File: config.mk
export PLATFORM = sky130hd
export DESIGN_NAME = pwm_capture
export DESIGN_NICKNAME = d
export VERILOG_FILES = /design/src/rtl/pwm_capture.sv
export SDC_FILE = /design/constraint.sdc
export NUM_CORES = 1
export LEC_CHECK = 0
export CORE_MARGIN = 2
export CORE_UTILIZATION = 30
export CTS_CLUSTER_SIZE = 16
export DETAILED_ROUTE_END_ITERATION = 10
export GPL_TIMING_DRIVEN = 1
export PLACE_DENSITY = 0.47
export SYNTH_ARGS = -nofsm -noshare
export SYNTH_HDL_FRONTEND = slang
export SYNTH_SLANG_ARGS = --single-unit
export TNS_END_PERCENT = 1
File: constraint.sdc
create_clock -name clk -period 2.25 [get_ports clk]
set_input_delay 0.45 -clock clk [delete_from_list [all_inputs] [get_ports clk]]
set_output_delay 0.45 -clock clk [all_outputs]
set_load 0.05 [all_outputs]
File: src/rtl/pwm_capture.sv
// pwm_capture: measures high time, low time and period of an asynchronous PWM line
// in clk cycles, and flags a line that has stopped toggling.
module pwm_capture #(
    parameter int unsigned      CNT_W       = 24,
    parameter int unsigned      SYNC_STAGES = 2,
    parameter logic [CNT_W-1:0] TIMEOUT     = 24'd8000000
) (
    input  logic             clk,
    input  logic             rst,
    input  logic             sig_in,
    output logic [CNT_W-1:0] hi_time,
    output logic [CNT_W-1:0] lo_time,
    output logic [CNT_W:0]   period,
    output logic             meas_valid,
    output logic             stuck_high,
    output logic             stuck_low
);

    localparam int unsigned NSYNC = (SYNC_STAGES < 2) ? 2 : SYNC_STAGES;

    typedef enum logic [1:0] {IDLE, ARM, HIGH, LOW} state_t;

    state_t           state, state_nx;
    logic [NSYNC-1:0] sync;
    logic             s, s_d;
    logic             rise, fall, toggle, at_limit;
    logic [CNT_W-1:0] cnt;
    logic [CNT_W-1:0] hi_acc;
    logic             capture, publish;

    assign s        = sync[NSYNC-1];
    assign rise     = s & ~s_d;
    assign fall     = ~s & s_d;
    assign toggle   = rise | fall;
    assign at_limit = (cnt == TIMEOUT);

    // IDLE ignores a rise because the high phase seen after reset may be partial.
    always_comb begin
        state_nx = state;
        capture  = 1'b0;
        publish  = 1'b0;
        unique case (state)
            IDLE: if (fall) state_nx = ARM;
            ARM:  if (rise) state_nx = HIGH;
            HIGH: begin
                if (fall) begin
                    state_nx = LOW;
                    capture  = 1'b1;
                end else if (at_limit) begin
                    state_nx = IDLE;
                end
            end
            LOW: begin
                if (rise) begin
                    state_nx = HIGH;
                    publish  = 1'b1;
                end else if (at_limit) begin
                    state_nx = ARM;
                end
            end
            default: state_nx = IDLE;
        endcase
    end

    always_ff @(posedge clk or negedge rst) begin
        if (!rst) begin
            sync       <= '0;
            s_d        <= 1'b0;
            cnt        <= '0;
            state      <= IDLE;
            hi_acc     <= '0;
            hi_time    <= '0;
            lo_time    <= '0;
            period     <= '0;
            meas_valid <= 1'b0;
            stuck_high <= 1'b0;
            stuck_low  <= 1'b0;
        end else begin
            sync  <= {sync[NSYNC-2:0], sig_in};
            s_d   <= s;
            state <= state_nx;

            if (toggle)
                cnt <= {{(CNT_W-1){1'b0}}, 1'b1};
            else if (!at_limit)
                cnt <= cnt + 1'b1;

            if (capture)
                hi_acc <= cnt;

            meas_valid <= publish;
            if (publish) begin
                hi_time <= hi_acc;
                lo_time <= cnt;
                period  <= {1'b0, hi_acc} + {1'b0, cnt};
            end

            // An edge in the same cycle as the limit wins; flags report the level held.
            if (toggle) begin
                stuck_high <= 1'b0;
                stuck_low  <= 1'b0;
            end else if (at_limit) begin
                if (s)
                    stuck_high <= 1'b1;
                else
                    stuck_low  <= 1'b1;
            end
        end
    end

endmodule

==> impl_metrics.json, run 1 <==
{
  "status": "complete, no violations",
  "syn_avg_cell_area_um2": 9.445,
  "ys_ff_latch": 129,
  "endpoint_kind": "flop",
  "hold_slack_ps": 130.8,
  "arrival_ps": 2500,
  "crit_chain": "ha_2 -> fa_2 -> a21o_1 -> a31oi_4 -> nor3_2 -> or3_4 -> a31oi_1 -> o31ai_1",
  "diodes": 0,
  "drt_iter0_drc": 269,
  "peakVddDrop_v": 0.0004698,
  "synth.distinct_cells": 57,
  "hold_viol_final": 0,
  "clock_latency_ps": 420,
  "cts_tree": "done",
  "period_share": 0.9782,
  "setup_violations": 0,
  "routed_wl_um": 17380,
  "maxSlewHeadroom": 0.5189,
  "total_power_mw": 6.458,
  "async_flop_share": 1.000,
  "min_period_ps": 2201,
  "numPortBuffers": 78,
  "place_congestion": 0.8375,
  "rsz0062_at_grt": "true",
  "cap_violations": 0,
  "synth_simple_gate_area_frac": 0.2135,
  "cp.required_ps": 2550,
  "gr-usage-met3": 0.04242,
  "syn2layout_area_growth_pct": 33.59,
  "start_util": 0.3055,
  "start_kind": "flop",
  "tightest_slew_ps": 721.7,
  "finClkSkew_ps": 8.406,
  "grt-ovfl-total": 0,
  "rows": 53,
  "antenna_found_initial": 0,
  "crit_buf_inv": 0,
  "ctsHtreeMaxLevel": 4,
  "p_leak_nw": 4.178,
  "met1_usage": 0.2349,
  "crit_path_top_delay_cell": "or3_4",
  "die_area_um2": 22590,
  "dieWidth_um": 150.3,
  "coreArea_um2": 21020,
  "grt_pass1_wl_um": 28040,
  "syn_nets": 714,
  "cp_top_family": "compound AO/OA/AOI/OAI gates",
  "max_freq_mhz": 454.4,
  "synthDominantCellAreaShare": 0.5026,
  "syn_area_um2": 6422,
  "cts_buffers": 17,
  "clk_pin_slew_worst_paths_ps": 60,
  "die_y_um": 150.3,
  "post-route-drc-count": 0,
  "synth_edf_count": 0,
  "synth_top_cell_by_area": "dfrtp_1",
  "layout_commonest_cell": "nand2_1",
  "powerDensity_nw_per_um2": 752.7,
  "fin_nets": 838,
  "grt_usage": 0.1606,
  "synth.area.mux_share": 0.04169,
  "hold_path.class": "in -> async",
  "cts_hold_buf": 0,
  "worstPathMaxFanout": 4,
  "drive_above_1_share": 0.1654,
  "grt_max_degree": 130,
  "via_per_inst": 4.873,
  "busiest_layer": "met1",
  "crit_path_max_incr_delay_ps": 400,
  "synth_fa_ha_area_frac": 0.06156,
  "cts_setup_buffers": 0,
  "cts_sinks": 129,
  "final_cell_mix": "196 x nand2_1, 129 x dfrtp_1, 77 x clkdlybuf4s50_1, 60 x buf_4, 34 x nor2_1",
  "first_global_vias": 5290,
  "criticalPathCategory": "reg -> reg",
  "ys_top_cells_by_area": "dfrtp_1 50%, nand2_1 11%, ha_1 5.8%",
  "synth_top_family_by_area": "simple AND/OR/NAND/NOR gates",
  "synth-compound-area-share": 0.1147,
  "cts_root_buf": "clkbuf_16",
  "drtPass1Iterations": 6,
  "synthFlopType": "dfrtp_1",
  "seq_area_frac_synth": 0.5026,
  "synth-xor-area-share": 0.03682,
  "synth_cells": 680,
  "wl_per_cell_um": 15.93,
  "dp_hpwl_um": 12240,
  "slew_viol_final": 0,
  "ys_warn_count": 0,
  "drt.antenna.violating_nets": 0,
  "routed-via-count": 5316,
  "grt_util_met2": 0.2280,
  "io_pins": 79,
  "clk_path_buf_depth": 2
}
==> cell type report <==
| class | instances | area (µm²) |
|---|---|---|
| tap | 275 | 344.1 |
| clock inverter | 11 | 162.7 |
| inverter | 10 | 37.54 |
| sequential | 129 | 3228 |
| fill | 2102 | 12440 |
| multi-input combinational | 506 | 3079 |
| timing repair buffer | 140 | 1281 |
| clock buffer | 20 | 446.7 |
==> repair_timing <==
action / 4_1_cts / 5_1_grt
pin swaps: 2 / 0
setup endpoints to repair: 7 / 16
gates resized for setup: 3 / 10
==> synth_stat cells, types with 4 or more instances <==
cell and number:
a211oi_1 7, a31oi_1 4, nand3_1 19, clkbuf_1 24
nand4_1 12, a21oi_1 28, o211ai_1 4, buf_1 5
xnor2_1 12, xor2_1 15, nand2b_1 5, mux2_2 22
nand2_1 196, nor4b_1 4, nor3_1 9, buf_4 4
o21a_1 8, o21ai_0 30, dfrtp_1 129, ha_1 30
inv_1 10, and3_1 7, o31ai_1 6, nor2_1 34
a21o_1 6
==> cell families (layout without fill, tap and decap cells) <==
| group | Yosys count | after routing |
|---|---|---|
| and+or+nand+nor | 310 | 310 |
| DFF | 129 | 129 |
| adders and majority gates | 31 | 31 |
| AOI/OAI and AO/OA | 114 | 114 |
| xor gates and xnor gates | 27 | 27 |
| buffers and inverters | 45 | 181 |
| muxes | 24 | 24 |
==> worst register-to-register path: stages (launching register included) <==
cell	delay, ps
dfrtp_1	390
ha_2	210
fa_2	340
a21o_1	200
a31oi_4	180
nor3_2	90
or3_4	400
a31oi_1	190
o31ai_1	80
==> power by group <==
| group | total (mW) | switching, mW | internal, mW |
|---|---|---|---|
| sequential | 2.52 | 0.0814 | 2.44 |
| combinational | 1.03 | 0.672 | 0.359 |
| clock | 2.90 | 1.04 | 1.87 |
| total | 6.46 | 1.79 | 4.67 |
==> state kept, by name (all words and copies together), names as in the netlist <==
register    flops
lo_time        24
s_d             1
period         25
hi_time        24
stuck_high      1
sync            2
meas_valid      1
hi_acc         24
cnt            24
stuck_low       1
state           2
==> per-layer routing <==
metal | routed length [µm] | vias up
met5 | 0 | -
met4 | 278 | 0
met3 | 777 | 19
met2 | 7518 | 140
met1 | 8807 | 2566
li1 | - | 2591
==> metrics by stage <==
stage	worst slack [ps]	instances	cell area (µm²)	util	setup TNS [ps]
floorplan	5.688	680	6430	-	0
detailed placement	-160.2	1060	7919	0.3767	-764.1
CTS	-4.937	1091	8548	0.4066	-7.349
global route	-115.6	1091	8579	0.4081	-511.5
global placement	-102.3	1060	7919	0.3767	-366.4
finish	49.13	1091	8579	0.4081	0
==> final timing paths <==
kind | from | endpoint | slack (ps) | depth (start not counted)
max | cnt[0] | period[14] | 50 | 8
min | rst | stuck_low | 130 | 2
max reg2reg | cnt[0] | period[14] | 50 | 8
min reg2reg | sync[0] | sync[1] | 360 | 0
max in group asynchronous | rst | cnt[19] | 1580 | 2
min in group clk | sync[0] | sync[1] | 360 | 0
Power figures use the tool's default switching activity.
==> run 2: changes to the inputs <==
CTS_CLUSTER_DIAMETER = 60   (was unset)
==> results of run 2 <==
Same layout as run 1: the final DEF is identical, and so are final timing and power.
==> run 3: changes to the inputs <==
CORE_MARGIN = unset   (was 2)
==> impl_metrics.json, run 3 (synthesis gave the netlist of run 1 again) <==
{
  "die_y_um": 148.3,
  "crit_chain": "ha_2 -> fa_2 -> a21o_1 -> a31oi_4 -> nor3_2 -> or3_4 -> a31oi_1 -> o31ai_1",
  "clk_pin_slew_worst_paths_ps": 60,
  "crit_path_max_incr_delay_ps": 400,
  "largest_reg_flops": 25,
  "routed-via-count": 5351,
  "grt-ovfl-total": 0,
  "final_util": 0.4159,
  "maxSlewHeadroom": 0.6285,
  "start_kind": "flop",
  "ctsHtreeMaxLevel": 4,
  "cp.required_ps": 2550,
  "cap_violations": 0,
  "grt_pass1_wl_um": 29180,
  "rows": 53,
  "wl_per_cell_um": 16.19,
  "min_period_ps": 2238,
  "drt.antenna.violating_nets": 0,
  "routed_wl_um": 17780,
  "n_fill_cell": 2032,
  "finClkSkew_ps": 7.692,
  "layout_commonest_cell": "nand2_1",
  "criticalPathCategory": "reg -> reg",
  "total_power_mw": 6.664,
  "tightest_slew_ps": 553.9,
  "max_freq_mhz": 446.8,
  "dieWidth_um": 148.3,
  "hold_viol_final": 0,
  "peakVddDrop_v": 0.0005217,
  "drt_iter0_drc": 372,
  "post-route-drc-count": 0,
  "diodes": 0,
  "slew_viol_final": 0,
  "cts_root_buf": "clkbuf_16",
  "via_per_inst": 4.873,
  "numPortBuffers": 78,
  "finalWorstSetupSlack_ps": 11.97,
  "start_util": 0.3055,
  "worstPathMaxFanout": 4,
  "clock_latency_ps": 420,
  "first_global_vias": 5418,
  "rsz0062_at_grt": "true",
  "coreArea_um2": 21020,
  "fin_nets": 844,
  "pre_cts_ws_ps": -146.3,
  "final_cell_mix": "196 x nand2_1, 129 x dfrtp_1, 77 x clkdlybuf4s50_1, 65 x buf_4, 34 x nor2_1",
  "grt_usage": 0.1715,
  "arrival_ps": 2530,
  "antenna_found_initial": 0,
  "cts_tree": "done",
  "die_area_um2": 22000,
  "syn2layout_area_growth_pct": 36.12,
  "p_leak_nw": 4.229,
  "drive_above_1_share": 0.1810,
  "dp_hpwl_um": 12700,
  "cts_buffers": 17,
  "regMostFlops": "period",
  "place_congestion": 0.8494,
  "period_share": 0.9947,
  "powerDensity_nw_per_um2": 762.3,
  "clk_path_buf_depth": 2,
  "drtPass1Iterations": 5,
  "setup_violations": 0,
  "hold_slack_ps": 15.11,
  "hold_path.class": "in -> async",
  "status": "complete, no violations",
  "cts_sinks": 129,
  "grt_max_degree": 72,
  "io_pins": 79,
  "endpoint_kind": "flop",
  "cts_hold_buf": 0,
  "crit_path_top_delay_cell": "or3_4"
}
[run 3: cell count changes in the layout (fill, tap and decap cells not counted), moves of 2 or more]
cell,before,now
buf_4,60,65
ha_1,29,25
a211oi_1,4,6
a211oi_2,3,1
clkbuf_8,1,3
ha_2,1,3
ha_4,0,2
nor4b_1,4,2
nor4b_2,0,2
[run 3: area by class of cell]
class | count | area (µm²) | area share
repair buffers | 146 | 1339 | 0.1531
multi-input cells | 506 | 3139 | 0.3591
clock inverters | 10 | 180.2 | 0.02061
inverters | 10 | 37.54 | 0.004294
well taps | 275 | 344.1 | 0.03936
clock buffers | 22 | 474.2 | 0.05424
flip-flops and latches | 129 | 3228 | 0.3693
[run 3: final timing paths]
path                               end  slack, ps  cells past startpoint     from
max                         period[14]         10                      8   cnt[0]
min                        hi_time[21]         20                      1      rst
max reg2reg                 period[14]         10                      8   cnt[0]
min reg2reg                    sync[1]        350                      0  sync[0]
max in group asynchronous   lo_time[3]       1630                      2      rst
min in group clk               sync[1]        350                      0  sync[0]
[run 3: metal layers]
layer,GRT usage,vias up,routed length (µm)
met5,0,-,0
met2,0.2535,93,7863
li1,-,2607,-
met4,0.05515,0,232
met3,0.03589,16,614
met1,0.2485,2635,9066
[run 3: through the flow]
step / instances / cell area [µm²] / setup TNS [ps]
after detailed placement: 1065 / 7969 / -716.0
after global placement: 1065 / 7969 / -491.0
after CTS: 1097 / 8666 / 0
final: 1098 / 8742 / 0
after global routing: 1098 / 8742 / -406.0
after floorplan: 680 / 6430 / 0
[run 3: critical path: cells and delay by family, from the launching register on]
kind,cells,cell delay [ps]
adder cells (fa/ha/maj),2,540
flip-flops,1,390
AND/OR/NAND/NOR,2,490
AO/OA/AOI/OAI,4,690
[run 3: repair_timing]
item | CTS | global route
buffers inserted | 0 | 2
endpoints found under the setup margin | 12 | 15
endpoints found under the hold margin | 0 | 0
pin swaps | 2 | 7
gates resized for setup | 7 | 13
[run 3: where the power goes]
part	switching [mW]	internal, mW	total (mW)
Combinational	0.676	0.363	1.04
Sequential	0.0839	2.44	2.53
Clock	1.05	2.05	3.10
